[src/rtl/hazard_scoreboard.sv]
// Decode-stage issue controller: tracks pending register writes, stalls on RAW/WAW
// hazards and sequences write-back. Optional macro WB_BYPASS_EN frees the retiring register early.
module hazard_scoreboard #(
  parameter int REG_ADDR_W = 2,
  parameter int WB_LATENCY = 3
) (
  input  logic                       clk,
  input  logic                       rst,
  input  logic                       id_valid,
  input  logic [REG_ADDR_W-1:0]      id_rs1,
  input  logic [REG_ADDR_W-1:0]      id_rs2,
  input  logic                       id_uses_rs1,
  input  logic                       id_uses_rs2,
  input  logic [REG_ADDR_W-1:0]      id_rd,
  input  logic                       id_no_write,
  input  logic                       flush,
  output logic                       stall,
  output logic                       issue,
  output logic                       wb_we,
  output logic [REG_ADDR_W-1:0]      wb_reg,
  output logic [2**REG_ADDR_W-1:0]   busy_mask,
  output logic [2:0]                 inflight_cnt
);

  if (WB_LATENCY < 2 || WB_LATENCY > 7) begin : g_lat_check
    $error("hazard_scoreboard: WB_LATENCY must be within 2..7");
  end

`ifdef WB_BYPASS_EN
  localparam int BUSY_SLOTS = WB_LATENCY - 1;
`else
  localparam int BUSY_SLOTS = WB_LATENCY;
`endif

  logic [WB_LATENCY-1:0] vld_q, vld_d;
  logic [REG_ADDR_W-1:0] reg_q [WB_LATENCY];
  logic [REG_ADDR_W-1:0] reg_d [WB_LATENCY];
  logic                  hazard;
  logic [3:0]            cnt;

  assign wb_we  = vld_q[WB_LATENCY-1];
  assign wb_reg = vld_q[WB_LATENCY-1] ? reg_q[WB_LATENCY-1] : '0;

  always_comb begin
    busy_mask = '0;
    for (int k = 0; k < BUSY_SLOTS; k++) begin
      if (vld_q[k]) busy_mask[reg_q[k]] = 1'b1;
    end
  end

  // At most one pending write per register is guaranteed by the WAW term.
  assign hazard = (id_uses_rs1 & busy_mask[id_rs1]) |
                  (id_uses_rs2 & busy_mask[id_rs2]) |
                  (~id_no_write & busy_mask[id_rd]);

  assign stall = id_valid & hazard & ~flush & ~rst;
  assign issue = id_valid & ~hazard & ~flush & ~rst;

  always_comb begin
    cnt = '0;
    for (int k = 0; k < WB_LATENCY; k++) begin
      cnt = cnt + {3'b000, vld_q[k]};
    end
    inflight_cnt = (cnt > 4'd7) ? 3'd7 : cnt[2:0];
  end

  // A flush kills every younger slot; the retiring slot has already written back this cycle.
  always_comb begin
    vld_d = '0;
    for (int k = 0; k < WB_LATENCY; k++) reg_d[k] = '0;
    if (!flush) begin
      vld_d[0] = issue & ~id_no_write;
      reg_d[0] = id_rd;
      for (int k = 1; k < WB_LATENCY; k++) begin
        vld_d[k] = vld_q[k-1];
        reg_d[k] = reg_q[k-1];
      end
    end
  end

  always_ff @(posedge clk or posedge rst) begin
    if (rst) begin
      vld_q <= '0;
      reg_q <= '{default: '0};
    end else begin
      vld_q <= vld_d;
      reg_q <= reg_d;
    end
  end

endmodule

[config.mk]
export PLATFORM = sky130hd
export DESIGN_NAME = hazard_scoreboard
export DESIGN_NICKNAME = d
export VERILOG_FILES = /design/src/rtl/hazard_scoreboard.sv
export SDC_FILE = /design/constraint.sdc
export NUM_CORES = 1
export LEC_CHECK = 0
export CAP_MARGIN = 10
export CORE_MARGIN = 2
export CORE_UTILIZATION = 30
export DETAILED_ROUTE_END_ITERATION = 7
export MAX_ROUTING_LAYER = met4
export PLACE_DENSITY = 0.63
export SETUP_SLACK_MARGIN = 0.15
export SKIP_CTS_REPAIR_TIMING = 1
export SLEW_MARGIN = 30
export SYNTH_ARGS = -nofsm -noshare
export SYNTH_HDL_FRONTEND = slang
export SYNTH_SLANG_ARGS = --single-unit
[constraint.sdc]
create_clock -name clk -period 5.3 [get_ports clk]
set_clock_uncertainty 0.1 [all_clocks]
set_input_delay 1.06 -clock clk [delete_from_list [all_inputs] [get_ports clk]]
set_output_delay 1.06 -clock clk [all_outputs]
set_load 0.03 [all_outputs]
==> impl.org <==
** Run status
- The flow ran to the end, and the final reports show no timing, DRC or antenna violations.

** Clock network
- Clock insertion delay at the later pin of the skew report :: approximately 0.25 ns
- Clock tree from TritonCTS :: done
- After clock tree synthesis, the clock-pin slew on the worst setup and hold paths is approximately 0.06 ns.
- CTS built an H-tree with a depth of 1.
- CTS root buffer :: clkbuf_4
- Counting every sink on the clock net gives 9.
- Maximum count of clock buffers along a single path :: 2
- Clock tree synthesis inserted a total of 3 buffers.

** Timing
- For the finished layout, the period the worst path requires is roughly 4.4 ns.
- The count of endpoints failing hold in the final timing report came to 0.
- Summed over all failing endpoints, the final setup total negative slack is 0 ns.
- The final count of pins violating max slew was 0.
- Hold_ws :: 0.477 ns
- Setup violators final :: 0
- Unrepaired setup endpoints after global routing :: no
- Fmax :: around 230 MHz
- Period Utilization, post-route :: between 80 and 90%

** Setup path
- Critical Path End Type :: output pin
- Critical path's largest stage delay :: about 0.69 ns
- Of all nets on the critical path, the largest fanout is 3.
- For flop-to-flop paths, the worst setup slack is 3.19 ns.
- Source of the critical timing path :: id_rs2[1]
- Worst endpoint required time :: around 4.1 ns
- Cell repeated most along the worst path :: clkdlybuf4s50_1
- Counting cells, the worst reg-to-reg path comes to 5.
- Reg-to-Reg Start :: vld_q[0]
- Endpoint of the worst register-to-register path :: vld_q[0]
- The slowest stage of the critical path belongs to the cell clkdlybuf4s50_1.
- Critical path startpoint category :: primary input
- Worst Path Class, Setup :: in -> out
- Data on the critical path arrives at its endpoint at roughly 3.2 ns.
- Ordered list of cells on the worst path :: clkdlybuf4s50_1, mux4_2, a211o_1, nor3_1, clkdlybuf4s50_1

** Hold path
- Along the worst hold path, the cell count comes to 1.
- The path class of the tightest hold or removal check is reg -> reg.
- Hold Startpoint :: reg_q[2]
- The path with the worst hold slack has its endpoint at reg_q[0].

** Floorplanning
- Top-Level Pins :: 25
- Effective utilization at floorplan :: 32.1%
- Core area :: 0.00175 mm²
- Width of the die :: 47.2 µm
- The die covers between 0.002 and 0.0025 mm².
- The floorplan has 15 rows.
- Die Span Y :: 47.2 µm

** Routing
- The first routing iteration left 9 violations.
- After detailed routing, the number of remaining DRC violations is 0.
- Mean routed wirelength per cell :: ~12 µm
- Total length of routed wires :: ~1200 µm
- Antenna-violating nets left :: 0
- Pre-antenna DRT Iters :: 4
- Vias per cell :: 4.75
- Vias post-DR :: 504

** Finish
- Once layout is done, the placed cells without fillers occupy roughly 840 µm².
- Relative to the synthesized area, the layout overhead comes to 50.0%.
- Fill count :: approximately 180
- In the final layout, flip-flops and latches occupy about 230 µm².
- The number of antenna diodes in the final layout is 0.
- Final core occ :: 48.2%
- Nets :: 96
- Multi-input combinational cell area :: 313 µm²
- Ratio of cells with drive above 1 in the final layout :: between 7 and 8%

** Placement
- HPWL after DPL :: approximately 1000 µm
- Once placement finished, the instance area stood at 815 µm².
- Placer congestion estimate :: between 0.8 and 0.9
- During placement, the flow inserted port buffers numbering 23.

** Yosys
- Average cell area after synthesis :: a little over 10 µm²
- Synth Register Bits :: 9
- Summing the sequential cell areas from Yosys gives about 40% of the chip area.
- Post-synthesis cell area :: roughly 560 µm²
- When the netlist entered floorplanning its net count stood at ~70.
- Number of standard cells after synthesis :: 55
- Yosys cell types :: 23
- YS warnings :: 0

** Flow run
- Max-cap violations in this run came to 0.

** Power
- Lkg Pwr :: between 0.3 and 0.4 nW
- VDD sags by at most 193 µV.
- In this run the power density over the cells is between 150 and 200 mW/mm².

** Global routing
- Wire length of the first global-routing pass :: approximately 1900 µm
- Largest net degree at the start of global routing :: 11
- Combined global-route utilization of all metal layers :: about an eighth
- The via count of the first global-routing pass was between 400 and 500.
- Overflow left after global routing :: 0
- Antenna violations before repair :: 0
layout make-up:
class | instances | share of cell area, %
clock buffer | 4 | 3.13
tap | 25 | 3.72
multi-input combinational | 41 | 37.2
inverter | 4 | 1.79
sequential | 9 | 26.8
timing repair buffer | 23 | 27.4
cell usage after synthesis:
cell / n / area share (%)
nand3b_1: 2 / 2.7
a2111oi_2: 1 / 2.7
and3b_1: 1 / 1.6
nor4_2: 1 / 2.2
a22o_1: 1 / 1.6
nor2_1: 1 / 0.67
o21ba_1: 1 / 1.8
nand2_1: 4 / 2.7
buf_4: 1 / 1.3
o221ai_1: 2 / 3.1
nand4_1: 1 / 1.1
nand3_1: 5 / 4.5
nor3b_1: 4 / 5.4
inv_1: 4 / 2.7
nor2b_1: 8 / 8.9
mux2i_1: 1 / 1.8
a211o_1: 2 / 3.1
mux4_2: 1 / 4.0
fa_1: 1 / 3.6
conb_1: 1 / 0.67
nor3_1: 2 / 1.8
o2111a_1: 1 / 2.0
dfrtp_1: 9 / 40
flip-flops by register name, summed over array words and instances, names as in the netlist:
register and flops:
vld_q 3, reg_q 6
layout by cell type, fill, tap and decap left out, drive strengths merged, types with 2 or more instances in the layout:
master          n
nand2           4
dfrtp           9
nor3            2
inv             4
o221ai          2
clkdlybuf4s50  23
a211o           2
nor3b           4
nand3b          2
clkbuf          4
nand3           5
nor2b           8
through the flow:
stage          total power, mW  cells  worst slack [ns]
3_3_place_gp             0.102    102             0.940
3_5_place_dp             0.103    102             0.905
4_1_cts                  0.154    106             0.914
6_report                 0.152    106             0.932
2_1_floorplan           0.0876     55              1.52
5_1_grt                  0.162    106             0.818
how the worst max path moves through the flow:
stage	endpoint	cells after the start
2_1_floorplan	issue	5
3_3_place_gp	issue	5
3_5_place_dp	issue	5
4_1_cts	issue	5
5_1_grt	issue	5
6_report	issue	5
kinds of logic (layout without fill, tap and decap cells):
kind of cell    count (synthesis)  in the layout  share of synthesized area (%)
mux                             2              2                           5.80
other cells                     1              1                          0.669
compound gates                  8              8                           14.3
buf+inv                         5             31                           4.02
fa+ha+maj                       1              1                           3.57
flops                           9              9                           40.2
simple gates                   29             29                           31.5
power by group:
group          internal (mW)  switching, mW  total (mW)
combinational         0.0151         0.0124      0.0274
sequential            0.0709        0.00291      0.0738
clock                 0.0289         0.0220      0.0508
worst max-delay path: cells and delay by family:
kind	cells	cell delay, ns
buffers and inverters	2	1.17
AOI/OAI and AO/OA	1	0.35
and+or+nand+nor	1	0.14
muxes	1	0.50
metal layers:
metal  global-route usage [%]  routed length [µm]
met5                        -                   0
met4                     5.00                   0
met3                     5.77                  65
met2                     20.0                 604
met1                     15.3                 564
No activity file was read; power rests on OpenSTA's default activity.
